--- config.mk ---
export PLATFORM = sky130hd
export DESIGN_NAME = sync_fifo_th_flat
export DESIGN_NICKNAME = d
export VERILOG_FILES = /design/src/rtl/fifo_pkg.sv /design/src/rtl/sync_fifo_th_if.sv /design/src/rtl/fifo_mem.sv /design/src/rtl/sync_fifo_th.sv /design/src/flat_wrapper.sv
export SDC_FILE = /design/constraint.sdc
export NUM_CORES = 1
export LEC_CHECK = 0
export BUFFER_PORTS_ARGS = -buffer_cell sky130_fd_sc_hd__buf_4
export CAP_MARGIN = 40
export CORE_ASPECT_RATIO = 1.5
export CORE_MARGIN = 8
export CORE_UTILIZATION = 55
export CTS_CLUSTER_DIAMETER = 50
export DETAILED_ROUTE_END_ITERATION = 6
export GPL_TIMING_DRIVEN = 0
export PLACE_DENSITY = 0.73
export SLEW_MARGIN = 20
export SYNTH_ARGS = -nofsm -noshare
export SYNTH_HDL_FRONTEND = slang
export SYNTH_HIERARCHICAL = 1
export SYNTH_SLANG_ARGS = --single-unit
--- constraint.sdc ---
create_clock -name clk -period 3.3 [get_ports clk]
set_clock_uncertainty 0.05 [all_clocks]
set_input_delay 0.165 -clock clk [delete_from_list [all_inputs] [get_ports clk]]
set_output_delay 0.165 -clock clk [all_outputs]
set_load 0.05 [all_outputs]
--- src/rtl/fifo_pkg.sv ---
// Shared defaults and error-flag type for the threshold FIFO family.
package fifo_pkg;

  localparam int unsigned FIFO_DATA_WIDTH = 8;
  localparam int unsigned FIFO_ADDR_WIDTH = 4;

  typedef struct packed {
    logic overflow;
    logic underflow;
  } fifo_err_t;

endpackage : fifo_pkg

--- src/rtl/sync_fifo_th_if.sv ---
// Data/handshake bundle of sync_fifo_th; master drives requests, slave is the FIFO.
interface sync_fifo_th_if #(
  parameter int unsigned DATA_WIDTH = 8,
  parameter int unsigned ADDR_WIDTH = 4
);

  logic [DATA_WIDTH-1:0] din;
  logic                  wr_en;
  logic                  rd_en;
  logic                  err_clr;
  logic [DATA_WIDTH-1:0] dout;
  logic                  full;
  logic                  almost_full;
  logic                  empty;
  logic                  almost_empty;
  logic [ADDR_WIDTH:0]   count;
  logic                  overflow;
  logic                  underflow;

  modport master (
    output din, wr_en, rd_en, err_clr,
    input  dout, full, almost_full, empty, almost_empty, count, overflow, underflow
  );

  modport slave (
    input  din, wr_en, rd_en, err_clr,
    output dout, full, almost_full, empty, almost_empty, count, overflow, underflow
  );

endinterface : sync_fifo_th_if

--- src/rtl/fifo_mem.sv ---
// DEPTH x DATA_WIDTH flop storage: one synchronous write port, one combinational read port, no reset.
module fifo_mem #(
  parameter int unsigned DATA_WIDTH = 8,
  parameter int unsigned ADDR_WIDTH = 4
) (
  input  logic                  clk,
  input  logic                  we,
  input  logic [ADDR_WIDTH-1:0] waddr,
  input  logic [DATA_WIDTH-1:0] wdata,
  input  logic [ADDR_WIDTH-1:0] raddr,
  output logic [DATA_WIDTH-1:0] rdata
);

  localparam int unsigned DEPTH = 2 ** ADDR_WIDTH;

  logic [DATA_WIDTH-1:0] mem [DEPTH];

  always_ff @(posedge clk) begin
    if (we) begin
      mem[waddr] <= wdata;
    end
  end

  assign rdata = mem[raddr];

endmodule : fifo_mem

--- src/rtl/sync_fifo_th.sv ---
// Single-clock FIFO with almost-full/empty thresholds, fill count and sticky error flags.
// Define FIFO_FWFT_EN for first-word-fall-through reads; default is a registered dout.
module sync_fifo_th
  import fifo_pkg::*;
#(
  parameter int unsigned DATA_WIDTH = FIFO_DATA_WIDTH,
  parameter int unsigned ADDR_WIDTH = FIFO_ADDR_WIDTH,
  parameter int unsigned AF_LEVEL   = (2 ** ADDR_WIDTH) - 2,
  parameter int unsigned AE_LEVEL   = 2
) (
  input  logic           clk,
  input  logic           rst_n,
  sync_fifo_th_if.slave  bus
);

  localparam int unsigned       DEPTH     = 2 ** ADDR_WIDTH;
  localparam logic [ADDR_WIDTH:0] DEPTH_CNT = (ADDR_WIDTH + 1)'(DEPTH);
  localparam logic [ADDR_WIDTH:0] AF_CNT    = (ADDR_WIDTH + 1)'(AF_LEVEL);
  localparam logic [ADDR_WIDTH:0] AE_CNT    = (ADDR_WIDTH + 1)'(AE_LEVEL);

  if (AF_LEVEL < 1 || AF_LEVEL > DEPTH) begin : g_bad_af
    $error("sync_fifo_th: AF_LEVEL=%0d outside 1..%0d", AF_LEVEL, DEPTH);
  end
  if (AE_LEVEL > DEPTH - 1) begin : g_bad_ae
    $error("sync_fifo_th: AE_LEVEL=%0d outside 0..%0d", AE_LEVEL, DEPTH - 1);
  end

  logic [ADDR_WIDTH-1:0] wr_ptr;
  logic [ADDR_WIDTH-1:0] rd_ptr;
  logic [ADDR_WIDTH:0]   count_q;
  logic [DATA_WIDTH-1:0] rdata;
  fifo_err_t             err_q;
  fifo_err_t             err_set;
  logic                  full_w;
  logic                  empty_w;
  logic                  wr_acc;
  logic                  rd_acc;

  // Flags decode the registered count, so they lag an accepted operation by one cycle.
  assign full_w  = (count_q == DEPTH_CNT);
  assign empty_w = (count_q == '0);
  assign wr_acc  = bus.wr_en && !full_w;
  assign rd_acc  = bus.rd_en && !empty_w;

  always_comb begin
    err_set           = '0;
    err_set.overflow  = bus.wr_en && full_w;
    err_set.underflow = bus.rd_en && empty_w;
  end

  fifo_mem #(
    .DATA_WIDTH (DATA_WIDTH),
    .ADDR_WIDTH (ADDR_WIDTH)
  ) u_mem (
    .clk   (clk),
    .we    (wr_acc),
    .waddr (wr_ptr),
    .wdata (bus.din),
    .raddr (rd_ptr),
    .rdata (rdata)
  );

  always_ff @(posedge clk or negedge rst_n) begin
    if (!rst_n) begin
      wr_ptr  <= '0;
      rd_ptr  <= '0;
      count_q <= '0;
    end else begin
      if (wr_acc) begin
        wr_ptr <= wr_ptr + 1'b1;
      end
      if (rd_acc) begin
        rd_ptr <= rd_ptr + 1'b1;
      end
      case ({wr_acc, rd_acc})
        2'b10:   count_q <= count_q + 1'b1;
        2'b01:   count_q <= count_q - 1'b1;
        default: count_q <= count_q;
      endcase
    end
  end

  // A new error event in the clearing cycle keeps its flag set.
  always_ff @(posedge clk or negedge rst_n) begin
    if (!rst_n) begin
      err_q <= '0;
    end else begin
      err_q.overflow  <= err_set.overflow  | (err_q.overflow  & ~bus.err_clr);
      err_q.underflow <= err_set.underflow | (err_q.underflow & ~bus.err_clr);
    end
  end

`ifdef FIFO_FWFT_EN
  assign bus.dout = empty_w ? '0 : rdata;
`else
  logic [DATA_WIDTH-1:0] dout_q;

  always_ff @(posedge clk or negedge rst_n) begin
    if (!rst_n) begin
      dout_q <= '0;
    end else if (rd_acc) begin
      dout_q <= rdata;
    end
  end

  assign bus.dout = dout_q;
`endif

  assign bus.full         = full_w;
  assign bus.empty        = empty_w;
  assign bus.almost_full  = (count_q >= AF_CNT);
  assign bus.almost_empty = (count_q <= AE_CNT);
  assign bus.count        = count_q;
  assign bus.overflow     = err_q.overflow;
  assign bus.underflow    = err_q.underflow;

endmodule : sync_fifo_th

--- src/flat_wrapper.sv ---
// flat-port wrapper written by rule: the top's interface ports become plain ports
module sync_fifo_th_flat import fifo_pkg::*;
#(
  parameter int unsigned DATA_WIDTH = FIFO_DATA_WIDTH,
  parameter int unsigned ADDR_WIDTH = FIFO_ADDR_WIDTH,
  parameter int unsigned AF_LEVEL   = (2 ** ADDR_WIDTH) - 2,
  parameter int unsigned AE_LEVEL   = 2
)
  (clk, rst_n, bus_din, bus_wr_en, bus_rd_en, bus_err_clr, bus_dout, bus_full, bus_almost_full, bus_empty, bus_almost_empty, bus_count, bus_overflow, bus_underflow);
  sync_fifo_th_if #(.DATA_WIDTH(DATA_WIDTH), .ADDR_WIDTH(ADDR_WIDTH)) bus_i ();
  input  logic clk;
  input  logic rst_n;
  input wire logic [$bits(bus_i.din)-1:0] bus_din;
  input wire logic [$bits(bus_i.wr_en)-1:0] bus_wr_en;
  input wire logic [$bits(bus_i.rd_en)-1:0] bus_rd_en;
  input wire logic [$bits(bus_i.err_clr)-1:0] bus_err_clr;
  output wire logic [$bits(bus_i.dout)-1:0] bus_dout;
  output wire logic [$bits(bus_i.full)-1:0] bus_full;
  output wire logic [$bits(bus_i.almost_full)-1:0] bus_almost_full;
  output wire logic [$bits(bus_i.empty)-1:0] bus_empty;
  output wire logic [$bits(bus_i.almost_empty)-1:0] bus_almost_empty;
  output wire logic [$bits(bus_i.count)-1:0] bus_count;
  output wire logic [$bits(bus_i.overflow)-1:0] bus_overflow;
  output wire logic [$bits(bus_i.underflow)-1:0] bus_underflow;
  assign bus_i.din = bus_din;
  assign bus_i.wr_en = bus_wr_en;
  assign bus_i.rd_en = bus_rd_en;
  assign bus_i.err_clr = bus_err_clr;
  assign bus_dout = bus_i.dout;
  assign bus_full = bus_i.full;
  assign bus_almost_full = bus_i.almost_full;
  assign bus_empty = bus_i.empty;
  assign bus_almost_empty = bus_i.almost_empty;
  assign bus_count = bus_i.count;
  assign bus_overflow = bus_i.overflow;
  assign bus_underflow = bus_i.underflow;
  sync_fifo_th #(.DATA_WIDTH(DATA_WIDTH), .ADDR_WIDTH(ADDR_WIDTH), .AF_LEVEL(AF_LEVEL), .AE_LEVEL(AE_LEVEL)) u_core (.clk(clk), .rst_n(rst_n), .bus(bus_i));
endmodule
==> flow_summary.json <==
{
  "status": "complete, no violations",
  "wl_um": 11400,
  "r2r_cells": 10,
  "final_core_util_pct": 65.4,
  "syn_area_per_cell_sq_um": 19.8,
  "peakVddDrop_mv": 0.457,
  "grt_antenna_before_repair": 0,
  "cpMostUsedCell": "ha_1",
  "ctsResizeCount": 0,
  "clockBufferDepth": 2,
  "syn_inst": 308,
  "port_buffers": 31,
  "max_slew_margin_pct": 44.5,
  "cp_cell_sequence": "nor4_4 -> and2_4 -> nand2b_4 -> ha_1 -> clkbuf_1 -> xor2_1 -> ha_1 -> a211oi_1 -> nor4_1 -> xnor2_1",
  "grt_use_total_pct": 16.5,
  "crit_arrival_ns": 3.17,
  "cpPeakStageDelay_ns": 0.49,
  "cts_max_level": 4,
  "layout-drive-gt1-share_pct": 30.3,
  "ys_seq_elements": 151,
  "netlist_area_sq_um": 6090,
  "cts_inserted_buffers": 17,
  "cts_setup_buffers": 0,
  "leakage_nw": 2.52,
  "io_pins": 32,
  "hold_class": "input pin to register",
  "hp-start": "bus_din[5]",
  "grt_pass1_wl_um": 17500,
  "viasPerCell": 5.85,
  "critPathCaptureType": "register",
  "placed_cells": 486,
  "final_antenna_net_count": 0,
  "cts_tree": "yes",
  "drt_first_iter_violations": 194,
  "syn-num-nets": 326,
  "path_class": "register to register",
  "drc": 0,
  "ff2ff_setup_slack_ns": 0.40,
  "antenna_cells": 0,
  "clkSlewWorstSetupHoldPaths_ns": 0.06,
  "cts_hold_buf": 4,
  "start_util_pct": 55.7,
  "num_vias": 3062,
  "root_buffer": "clkbuf_16",
  "core_area_sq_um": 10900,
  "area_delta_synth_final_pct": 17.4,
  "cap_violations": 0,
  "hold_viol_final": 0,
  "clock_latency_ns": 0.41,
  "cts_num_sinks": 151,
  "p_total_mw": 6.64,
  "grt_max_degree": 24,
  "critPathLaunchType": "register",
  "hold-path-endpoint": "u_core/u_mem/mem[6][5]",
  "setup_viol": 0,
  "r2r-end": "u_core/bus.count[4]",
  "die_w_um": 102,
  "yosys.cell_types.count": 40,
  "fmaxAchievable_mhz": 345,
  "worstMarginPinSlew_ns": 0.830,
  "gpl.final_weighted_congestion": 0.782,
  "row_count": 47,
  "place_hpwl_um": 7730,
  "finalCriticalPeriod_ns": 2.90,
  "timing.rr.start": "u_core/bus.count[0]",
  "synth_top_area_share_pct": 63.1,
  "nNetsFinal": 381,
  "finalCritPeriodShare_pct": 87.7,
  "grt_overflow_total": 0,
  "crit_fanout": 7,
  "yosys_warnings": 6,
  "slowest_stage": "dfrtp_1",
  "cp.required_ns": 3.57,
  "powerDensity_nw_per_um2": 928,
  "wl_per_cell_um": 21.8,
  "synth-seq-area-share_pct": 72.5,
  "dr.pass1.iters": 4,
  "rsz0062_at_grt": "no",
  "critPathBufInv": 1,
  "stdcell_count": 523,
  "die_area_sq_um": 14800,
  "path_delay_family": "simple AND/OR/NAND/NOR gates",
  "grt_pass1_vias": 3283,
  "die-height_um": 145,
  "setup_tns_ns": 0,
  "timing.final.max_slew_violations": 0,
  "min_path_cells": 1,
  "synth_top_area_cell": "edfxtp_1",
  "synth_area_leaders": "edfxtp_1 63%, dfrtp_1 9.4%, mux4_2 6.7%, mux4_1 6.0%, a22oi_1 2.0%"
}
[Yosys cell counts, drive strengths merged]
master,number
inv,3
buf,10
or3b,1
clkdlybuf4s25,3
nand2,13
nand4,2
ha,5
a22oi,16
nor2b,2
nor2,15
a211o,1
a21oi,3
a21boi,1
and2,3
nor4,2
and2b,1
xnor2,6
mux2,11
nand3,3
a22o,2
a211oi,1
nand2b,4
dfrtp,23
mux4,32
xor2,6
o21ai,1
nor3,6
nand3b,2
edfxtp,128
a2111oi,1
clkbuf,1
[area by class of cell]
class | count | area, sq um
Clock buffer | 18 | 439
Timing Repair Buffer | 36 | 280
Sequential cell | 151 | 4420
Inverter | 3 | 13.8
Fill cell | 780 | 3790
Multi-Input combinational cell | 140 | 1570
Clock inverter | 14 | 133
Buffer | 14 | 110
Tap cell | 147 | 184
[per-stage QoR]
step	setup WS, ns	instance area [sq um]	hold WS [ns]
5_1_grt	0.155	7150	0.0158
3_3_place_gp	0.270	6510	0.0270
6_report	0.405	7150	0.0223
3_5_place_dp	0.384	6530	0.0337
2_1_floorplan	0.312	6090	-0.181
4_1_cts	0.361	7140	0.00486
[placed cells by master, fill, tap and decap left out, types with 4 or more instances in the layout]
cell | synthesis | final
edfxtp_1 | 128 | 128
buf_4 | 3 | 35
dfrtp_1 | 23 | 23
mux4_2 | 18 | 18
clkbuf_16 | 0 | 17
a22oi_1 | 16 | 16
nor2_1 | 15 | 15
mux4_1 | 14 | 14
nand2_1 | 13 | 13
mux2_2 | 9 | 9
clkinv_2 | 0 | 6
xor2_1 | 6 | 6
xnor2_1 | 6 | 6
ha_1 | 5 | 5
clkinvlp_4 | 0 | 4
dlygate4sd3_1 | 0 | 4
buf_2 | 4 | 4
nor3_2 | 0 | 4
[state kept, by name (all words and copies together) (netlist names)]
register              cells
u_core/bus.count          5
u_core/bus.dout           8
u_core/bus.overflow       1
u_core/bus.underflow      1
u_core/rd_ptr             4
u_core/u_mem/mem        128
u_core/wr_ptr             4
[how the worst max path moves through the flow]
stage | from | to | slack, ns | cells after the start
after floorplan | u_core/bus.count[1] | u_core/u_mem/mem[0][0] | 0.31 | 7
after global placement | u_core/bus.count[0] | u_core/u_mem/mem[0][2] | 0.27 | 6
after detailed placement | u_core/bus.count[0] | u_core/bus.count[4] | 0.38 | 10
after CTS | u_core/bus.count[0] | u_core/bus.count[4] | 0.36 | 10
after global routing | u_core/bus.count[0] | u_core/bus.count[4] | 0.15 | 10
final | u_core/bus.count[0] | u_core/bus.count[4] | 0.40 | 10
[layer usage]
metal | share of wire, % | vias up | wire, um | track usage (%)
met5 | 0 | - | 0 | 0
met1 | 38 | 1592 | 4380 | 18.2
met3 | 5.0 | 17 | 572 | 4.45
met4 | 3.3 | 0 | 381 | 9.74
li1 | - | 1359 | - | -
met2 | 53 | 94 | 6070 | 27.6
[where the power goes]
| part | total (mW) | internal [mW] | switching (mW) |
|---|---|---|---|
| registers | 2.60 | 2.39 | 0.213 |
| clock network | 1.83 | 1.12 | 0.705 |
| logic | 2.20 | 0.932 | 1.27 |
[cells by family (layout without fill, tap and decap cells)]
group	after synthesis	count (layout)	share of synthesized area [%]
adder cells (fa/ha/maj)	5	5	1.03
AO/OA/AOI/OAI	26	26	3.18
XOR/XNOR	12	12	1.72
buffers and inverters	17	85	2.03
multiplexers	43	43	14.8
flip-flops	151	151	72.5
AND/OR/NAND/NOR	54	54	4.72
(Power assumes the default switching activity.)
